$ cat src/rtl/cv32e40s_rf_scrubber.sv
// Background scrubber for the ECC-protected register file: periodically reads x1..x(NUM_WORDS-1),
// hands the word to the SEC-DED decoder, writes back corrected words and raises alert pulses.
module cv32e40s_rf_scrubber #(
  parameter int unsigned NUM_WORDS = 32,
  parameter int unsigned INTERVAL  = 64,
  parameter int unsigned WORD_W    = 38,
  localparam int unsigned AW       = $clog2(NUM_WORDS)
) (
  input  logic              clk,
  input  logic              rst_n,
  input  logic              enable_i,
  output logic [AW-1:0]     raddr_o,
  input  logic [WORD_W-1:0] rdata_i,
  output logic [WORD_W-1:0] dec_data_o,
  input  logic              dec_sec_i,
  input  logic              dec_ded_i,
  input  logic [WORD_W-1:0] dec_corr_i,
  input  logic              core_we_i,
  input  logic [AW-1:0]     core_waddr_i,
  output logic              scrub_we_o,
  output logic [AW-1:0]     scrub_waddr_o,
  output logic [WORD_W-1:0] scrub_wdata_o,
  output logic              minor_alert_o,
  output logic              major_alert_o
);

  localparam int unsigned CW = (INTERVAL > 1) ? $clog2(INTERVAL) : 1;

  typedef enum logic [1:0] {StIdle, StRead, StCheck, StWrite} state_e;

  state_e            state_q, state_d;
  logic [AW-1:0]     addr_q, addr_d, addr_next;
  logic [CW-1:0]     cnt_q, cnt_d;
  logic [WORD_W-1:0] cap_q, cap_d;
  logic [WORD_W-1:0] corr_q, corr_d;
  logic              minor_q, minor_d;
  logic              major_q, major_d;
  logic              collision;

  // A core write to the address under scrub makes the captured word stale.
  assign collision = core_we_i && (core_waddr_i == addr_q);
  // x0 is hardwired to zero, so the walk wraps back to x1.
  assign addr_next = (addr_q == AW'(NUM_WORDS - 1)) ? AW'(1) : addr_q + AW'(1);

  always_comb begin
    state_d    = state_q;
    addr_d     = addr_q;
    cnt_d      = cnt_q;
    cap_d      = cap_q;
    corr_d     = corr_q;
    minor_d    = 1'b0;
    major_d    = 1'b0;
    scrub_we_o = 1'b0;
    case (state_q)
      StIdle: begin
        if (enable_i) begin
          if (cnt_q == CW'(INTERVAL - 1)) begin
            cnt_d   = '0;
            state_d = StRead;
          end else begin
            cnt_d = cnt_q + CW'(1);
          end
        end else begin
          cnt_d = '0;
        end
      end
      StRead: begin
        cap_d   = rdata_i;
        state_d = StCheck;
      end
      StCheck: begin
        if (collision) begin
          state_d = StRead;
        end else if (dec_ded_i) begin
          major_d = 1'b1;
          addr_d  = addr_next;
          state_d = StIdle;
        end else if (dec_sec_i) begin
          minor_d = 1'b1;
          corr_d  = dec_corr_i;
          state_d = StWrite;
        end else begin
          addr_d  = addr_next;
          state_d = StIdle;
        end
      end
      StWrite: begin
        if (collision) begin
          state_d = StRead;
        end else if (!core_we_i) begin
          // Gated by reset so an abandoned write never reaches the register file.
          scrub_we_o = rst_n;
          addr_d     = addr_next;
          state_d    = StIdle;
        end
      end
      default: state_d = StIdle;
    endcase
  end

  always_ff @(posedge clk) begin
    if (!rst_n) begin
      state_q <= StIdle;
      addr_q  <= AW'(1);
      cnt_q   <= '0;
      cap_q   <= '0;
      corr_q  <= '0;
      minor_q <= 1'b0;
      major_q <= 1'b0;
    end else begin
      state_q <= state_d;
      addr_q  <= addr_d;
      cnt_q   <= cnt_d;
      cap_q   <= cap_d;
      corr_q  <= corr_d;
      minor_q <= minor_d;
      major_q <= major_d;
    end
  end

  assign raddr_o       = addr_q;
  assign dec_data_o    = cap_q;
  assign scrub_waddr_o = addr_q;
  assign scrub_wdata_o = corr_q;
  assign minor_alert_o = minor_q;
  assign major_alert_o = major_q;

endmodule

$ cat config.mk
export PLATFORM = sky130hd
export DESIGN_NAME = cv32e40s_rf_scrubber
export DESIGN_NICKNAME = d
export VERILOG_FILES = /design/src/rtl/cv32e40s_rf_scrubber.sv
export SDC_FILE = /design/constraint.sdc
export NUM_CORES = 1
export LEC_CHECK = 0
export ABC_AREA = 1
export BUFFER_PORTS_ARGS = -buffer_cell sky130_fd_sc_hd__buf_2
export CAP_MARGIN = 20
export CORE_MARGIN = 5
export CORE_UTILIZATION = 40
export DETAILED_ROUTE_END_ITERATION = 8
export PLACE_DENSITY_LB_ADDON = 0.1
export SLEW_MARGIN = 15
export SYNTH_ARGS = -nofsm -noshare
export SYNTH_HDL_FRONTEND = slang
export SYNTH_SLANG_ARGS = --single-unit
export TNS_END_PERCENT = 1
$ cat constraint.sdc
create_clock -name clk -period 1.6 [get_ports clk]
set_input_delay 0.16 -clock clk [delete_from_list [all_inputs] [get_ports clk]]
set_output_delay 0.16 -clock clk [all_outputs]
set_load 0.005 [all_outputs]
==> results.txt, run 1 <==
The die covers 10,900 µm². The logs give 0.509 for the sequential cell area fraction in the yosys report and 3,371 for the via count of the first global-routing pass. The number of iterations in the first detailed-routing pass is 5, and the max-capacitance violation count is 0. The half-perimeter wire length after detailed placement was 7340 µm. Combined global-route utilization of all metal layers: 0.169. In this run, the number of DRC markers left after iteration 0 of detailed routing was 89. For the worst setup path, the data arrival time is 1.75 ns. Synthesis produced 479 cells. Share of the clock period used by the worst path: 0.945. The count of distinct cell types in the synthesized netlist came out at 30. The type of element capturing the critical path is a register. By instance count, the leading cell after synthesis is nor2_1. The logs give 0 for the number of warnings printed during yosys synthesis and 91 for the count of clock tree sinks. 0 antenna diodes ended up in the layout.

Global routing finished with a remaining overflow of 0. Number of hold-slack violations in the final timing report: 0. The flow ran to the end, and the final reports show no timing, DRC or antenna violations. The share of the synthesized area in the top cell type was 0.509; the die height was 105 µm.

The post-synth net total was 569. Worst path setup slack after routing: 0.0873 ns. Yosys attributes the largest share of cell area to dfxtp_1 51%, nor2_1 16%, o21ai_0 11%, nand2_1 4.6%, nor2_2 2.4%.

The cell taking the most area after synthesis is dfxtp_1. The final core utilization was 0.558. TritonCTS built the clock tree. For the number of endpoints failing setup at the final stage, the log shows 0. Nature of the critical path startpoint: a register.

Before CTS, the worst setup slack after placement is 0.0443 ns. In this run the static leakage power is 2.39 nW. Setup repair after global routing could not meet its margin everywhere.

The floorplan has 34 rows. After detailed routing, the number of remaining DRC violations is 0. The top-level port count was 176; the share of async-settable or async-resettable flops after synthesis was 0.

After clock tree synthesis, the clock-pin slew on the worst setup and hold paths is 0.09 ns. The worst setup path is of the register to register kind. The net count of the finished layout is 742.

The synthesized design contains 91 register bits. For the routed wire length, the log shows 9640 µm. The wire length of the first global-routing pass was 15,600 µm; the post-detailed-route wirelength per cell was 12.6 µm.

The area growth from synthesis to layout is 36.0%, and the peak ir drop on the vdd network is 0.507 mV. For this run, the leading register cell type out of synthesis is dfxtp_1. The tools report the final-report max-slew violation count as 0. CTS placed an instance of clkbuf_8 at the clock tree root. The placed instances occupy a cell area of 4580 µm².

The area of the core is 8720 µm². At the pin with the least slew margin, the transition time is 0.334 ns. The average vias per placed instance works out to 4.68.

Across the routed clock network, the largest skew measured is 0.0117 ns. The total number of H-tree levels is 3, and the count of input and output buffers is 175. Subtracting the final worst setup slack from the clock period gives 1.51 ns. In this run the remaining antenna-violating nets after routing total 0. The die boundary width is 105 µm, and the mapped cell area is 3580 µm².

Counting flops with a built-in enable in the synthesized netlist gives 0. Based on the critical path, the design can be clocked at up to 661 MHz. STA puts the critical path data required time at 1.84 ns. The number of CTS-inserted buffers is 9.

Areal power density over the cells: 906 nW/µm². For the final routed database, the setup TNS stands at 0 ns. The run gives 0.812 as the final weighted congestion in routability-driven placement. The worst slew margin relative to its limit was 0.772.

The routed layout has 3,573 vias. The tightest min-delay check is of the input port to register type. The post-route cell area was 4870 µm²; the number of antenna violations at the first check in global routing was 1.

The run gives 0.410 as the starting density of the core. Critical-path maximum fanout: 16. By count the netlist is led by 152 x nor2_1, 91 x dfxtp_1, 77 x o21ai_0. The share of post-route cells with drive strength above 1 was 0.363; the maximum number of buffers from clock root to sink was 2.

Clock latency on the worst-skew pair, taken at its later pin, is 0.33 ns. The run gives 0 as the quantity of hold-fixing buffers added after cts. Entering global routing, the biggest net connects 40 pins. The mean post-synth cell area was 7.47 µm².
==> timing repair <==
item,in CTS,in global routing
buffers inserted,0,1
setup endpoints to repair,0,44
gates resized for setup,0,16
==> power breakdown <==
group / internal [W] / total (W) / switching [W]
Combinational: 0.000111 / 0.000218 / 0.000107
Sequential: 0.00226 / 0.00227 / 0.00000400
Clock: 0.00118 / 0.00193 / 0.000747
==> per-stage QoR <==
step | total power (W) | std cells | hold WS, ns
CTS | 0.00448 | 762 | 0.0386
detailed placement | 0.00254 | 748 | 0.403
floorplan | 0.00241 | 479 | 0.305
global route | 0.00459 | 763 | 0.0447
global placement | 0.00254 | 748 | 0.399
finish | 0.00441 | 763 | 0.0554
==> metal layers <==
metal	global-route usage	part of all wire
met4	0.0438	0.0054
met1	0.205	0.41
met3	0.0771	0.11
met2	0.274	0.47
met5	0	0.0013
==> area by class of cell <==
type	instances	area (µm²)
Inverter	27	104
Timing Repair Buffer	193	1060
Tap cell	108	135
Clock inverter	5	128
Clock buffer	9	124
Fill cell	872	3850
Multi-Input combinational cell	330	1490
Sequential cell	91	1830
==> placed cells by master (no fill, tap or decap), types with 2 or more instances in the layout <==
master / instances
nand2_2: 2
a21oi_1: 10
clkbuf_8: 9
nand4_1: 2
dfxtp_1: 87
buf_4: 14
nor2_1: 149
inv_1: 22
o21ai_0: 76
nand2_1: 43
bufinv_16: 4
dfxtp_4: 3
ha_1: 3
inv_2: 3
buf_12: 3
nor2_2: 17
nand3_1: 14
buf_2: 175
o21ai_1: 4
==> cell families after synthesis <==
logic type / after synthesis / share of synthesized area
AO/OA/AOI/OAI: 94 / 0.135
buffers and inverters: 58 / 0.0780
adder cells (fa/ha/maj): 3 / 0.0105
flip-flops: 91 / 0.509
AND/OR/NAND/NOR: 233 / 0.267
==> critical path: stages, from the launching register on <==
cell and delay [ns]:
dfxtp_1 0.43, nand2_1 0.07, nand2_1 0.09, nand3_1 0.10, nor2_2 0.16, nand2_2 0.09
nand2_4 0.09, buf_4 0.20, nand3_1 0.09, nand2_1 0.07, inv_1 0.03
==> state kept, by name, summed over array words and instances (netlist names) <==
register / cells
major_alert_o: 1
cnt_q: 6
raddr_o: 5
scrub_wdata_o: 38
minor_alert_o: 1
state_q: 2
dec_data_o: 38
==> worst paths after layout <==
check	start	to	slack, ns	cells past startpoint
worst max-delay path	raddr_o[4]$_SDFFE_PN0P_	state_q[1]$_SDFFE_PN0P_	0.09	10
worst min-delay path	dec_corr_i[14]	scrub_wdata_o[14]$_SDFFE_PN0P_	0.06	3
worst max register to register	raddr_o[4]$_SDFFE_PN0P_	state_q[1]$_SDFFE_PN0P_	0.09	10
worst min register to register	scrub_wdata_o[34]$_SDFFE_PN0P_	scrub_wdata_o[34]$_SDFFE_PN0P_	0.48	2
Power figures use the tool's default switching activity.
==> run 2: changes to the inputs <==
--- a/config.mk
+++ b/config.mk
@@ -8,8 +8,10 @@
 export ABC_AREA = 1
 export BUFFER_PORTS_ARGS = -buffer_cell sky130_fd_sc_hd__buf_2
 export CAP_MARGIN = 20
+export CELL_PAD_IN_SITES_DETAIL_PLACEMENT = 1
+export CELL_PAD_IN_SITES_GLOBAL_PLACEMENT = 1
 export CORE_MARGIN = 5
-export CORE_UTILIZATION = 40
+export CORE_UTILIZATION = 31
 export DETAILED_ROUTE_END_ITERATION = 8
 export PLACE_DENSITY_LB_ADDON = 0.1
 export SLEW_MARGIN = 15
==> run 2 against run 1 <==
Effect of this change: non-clock buffer count up 7; flip-flop and latch count unchanged; utilization down 11 points; final cell count up 5.4%; maximum frequency down 1.8%; register-to-register slack worse by 0.03 ns; largest cell class unchanged; die area up 26%; routed wire length up 21%; clock skew down 0.0078 ns; combinational power up 4%.
==> results.txt, run 2 (synthesis gave the netlist of run 1 again) <==
For the total number of H-tree levels, the log shows 3 (unchanged). The post-detailed-route DRC marker count is 0 (unchanged). The flow ran to the end, and the final reports show no timing, DRC or antenna violations. The delay contributed by the slowest stage of the critical path was 0.35 ns (was 0.43 ns); the final critical path time including I/O delays and setup was 1.54 ns (was 1.51 ns). The clock insertion delay at the later pin of the skew report was 0.34 ns (was 0.33 ns); the count of clock tree sinks was 91 (unchanged). The logs give 2 (unchanged) for the maximum number of buffers from clock root to sink and 0 ns (unchanged) for the setup TNS. The area growth from synthesis to layout was 41.6% (was 36.0%); the fraction of power consumed by sequential logic was 0.517 (was 0.514). The routed wire length is 11,700 µm (was 9640 µm). The combined global-route utilization of all metal layers is 0.161 (was 0.169). The average vias per placed instance was 4.65 (was 4.68). The die boundary width came out at 117 µm (was 105 µm).

The number of antenna violations at the first check in global routing came out at 1 (unchanged). The maximum number of pins on one net before global-route repair is 39 (was 40). For the smallest hold slack, the log shows 0.0712 ns (was 0.0554 ns). The share of the clock period used by the worst path was 0.963 (was 0.945). The data arrival time of the critical path came out at 1.77 ns (was 1.75 ns). TritonCTS built the clock tree.

The area of the core was 11,400 µm² (was 8720 µm²); the number of CTS-inserted buffers was 9 (unchanged). The number of fill cells was 1,462 (was 872); the number of endpoints failing setup at the final stage was 0 (unchanged). The tools report the internal cell power as 0.00344 W (was 0.00355 W).

The area enclosed by the die boundary came out at 13,800 µm² (was 10,900 µm²). Count of input and output buffers: 175 (unchanged). Setup clock skew after layout: 0.00389 ns (was 0.0117 ns). The tools report the starting density of the core as 0.315 (was 0.410). The worst slew margin relative to its limit came out at 0.786 (was 0.772). For the share of total power in combinational logic, the log shows 0.052 (was 0.049).

Setup repair after global routing could not meet its margin everywhere. The clock transition at the registers of the reported paths was 0.06 ns (was 0.09 ns). For the detailed-route via count, the log shows 3,739 (was 3,573). The top-level port count was 176 (unchanged).

DRC marker count from the first detailed-route iteration: 211 (was 89). The number of iterations in the first detailed-routing pass is 4 (was 5), and the half-perimeter wire length after detailed placement is 8460 µm (was 7340 µm). Share of post-route cells with drive strength above 1: 0.396 (was 0.363). For the floorplan row count, the log shows 39 (was 34). The final-report max-slew violation count was 0 (unchanged).

Count of nets left with antenna violations after detail routing: 0 (unchanged). The final core utilization is 0.446 (was 0.558). Die height: 117 µm (was 105 µm).

Critical path class: register to register (unchanged). Type of element capturing the critical path: a register (unchanged). The tools report the part of the power in the clock network as 0.432 (was 0.437). The areal power density over the cells was 867 nW/µm² (was 906 nW/µm²). The clock root buffer is clkbuf_16 (was clkbuf_8). Commonest cells after routing, fill and taps aside: 175 x buf_2, 135 x nor2_1, 87 x dfxtp_1 (was 175 x buf_2, 149 x nor2_1, 87 x dfxtp_1). The net switching share of the total power was 0.217 (was 0.195); the peak ir drop on the vdd network was 0.455 mV (was 0.507 mV). The run gives 0.00440 W (was 0.00441 W) as the final total power. The wire length of the first global-routing pass came out at 18,300 µm (was 15,600 µm). The logs give 0 (unchanged) for the overall overflow remaining after global route and 0.000952 W (was 0.000858 W) for the power spent charging and discharging nets. Commonest non-fill, non-tap cell in the layout: buf_2 (unchanged).

The run gives 0 (unchanged) as the number of hold-slack violations in the final timing report. The logs give 0.739 (was 0.812) for the final weighted congestion in routability-driven placement and 4620 µm² (was 4580 µm²) for the cell area after placement. The post-detailed-route wirelength per cell is 14.5 µm (was 12.6 µm).

The via count of the first global-routing pass is 3,727 (was 3,371). The actual transition at the worst max-transition pin is 0.313 ns (was 0.334 ns), and the number of antenna repair diodes is 0 (unchanged). Critical-path maximum fanout: 13 (was 16).

Worst path cell trace: inv_2 > nand2_1 > nand2_1 > nand3_1 > nor2_2 > nand2_2 > nand2_4 > inv_6 > buf_12 > nor2_1 > nor2_1 (was nand2_1 > nand2_1 > nand3_1 > nor2_2 > nand2_2 > nand2_4 > buf_4 > nand3_1 > nand2_1 > inv_1). For the max-capacitance violation count, the log shows 0 (unchanged). The run gives 749 (was 742) as the final layout net count. Worst min-delay path category: input port to register (unchanged).

Required arrival time at the worst endpoint: 1.83 ns (was 1.84 ns). The run gives 2.46 nW (was 2.39 nW) as the leakage power of the design. The tools report the nature of the critical path startpoint as a register (unchanged). The fmax was 649 MHz (was 661 MHz).

The post-route cell area was 5070 µm² (was 4870 µm²). The slowest library cell on the worst path was dfxtp_1 (unchanged).
==> run 2: critical path, delay by kind of cell, from the launching register on <==
kind	cells	cell delay, ns
and+or+nand+nor	8	0.77
DFF	1	0.35
buffers and inverters	3	0.32
==> run 2: what timing repair did <==
| action | CTS | global route |
|---|---|---|
| endpoints found under the setup margin | 20 | 42 |
| pin swaps | 0 | 4 |
| gates cloned | 0 | 3 |
| hold buffers | 0 | 0 |
| gates resized for setup | 3 | 33 |
| setup buffers | 0 | 5 |
==> run 2: power by group through the flow <==
stage	clock network (W)	registers [W]	logic (W)
finish	0.00190	0.00227	0.000227
global route	0.00205	0.00227	0.000259
CTS	0.00197	0.00227	0.000227
detailed placement	0	0.00232	0.000226
global placement	0	0.00232	0.000221
floorplan	0	0.00232	0.0000902
==> run 2: stage by stage <==
stage	setup WS [ns]	std cells
global route	-0.0548	804
floorplan	0.0641	479
finish	0.0591	804
global placement	0.0345	783
detailed placement	-0.0243	783
CTS	0.0246	796
==> run 2: final cells by class <==
| cell class | instances | area [µm²] | share of cell area |
|---|---|---|---|
| repair buffers | 200 | 1150 | 0.227 |
| multi-input cells | 330 | 1540 | 0.304 |
| well taps | 143 | 179 | 0.0353 |
| inverters | 27 | 106 | 0.0210 |
| flip-flops and latches | 91 | 1830 | 0.361 |
| clock inverters | 3 | 17.5 | 0.00346 |
| clock buffers | 10 | 239 | 0.0471 |
==> run 2: worst paths after layout <==
check	slack (ns)	cells after the start	from	to
worst min-delay path	0.07	3	dec_corr_i[31]	scrub_wdata_o[31]$_SDFFE_PN0P_
worst max register to register	0.06	11	raddr_o[2]$_SDFFE_PN0P_	scrub_wdata_o[3]$_SDFFE_PN0P_
worst max-delay path	0.06	11	raddr_o[2]$_SDFFE_PN0P_	scrub_wdata_o[3]$_SDFFE_PN0P_
worst min register to register	0.48	2	scrub_wdata_o[5]$_SDFFE_PN0P_	scrub_wdata_o[5]$_SDFFE_PN0P_
==> run 2: per-layer routing <==
metal,wire (µm),vias up,track usage,share of wire
met4,223,2,0.0638,0.019
met3,1000,17,0.0654,0.086
met1,5070,1717,0.197,0.43
li1,-,1877,-,-
met2,5350,126,0.252,0.46
met5,11,-,0,0.00094
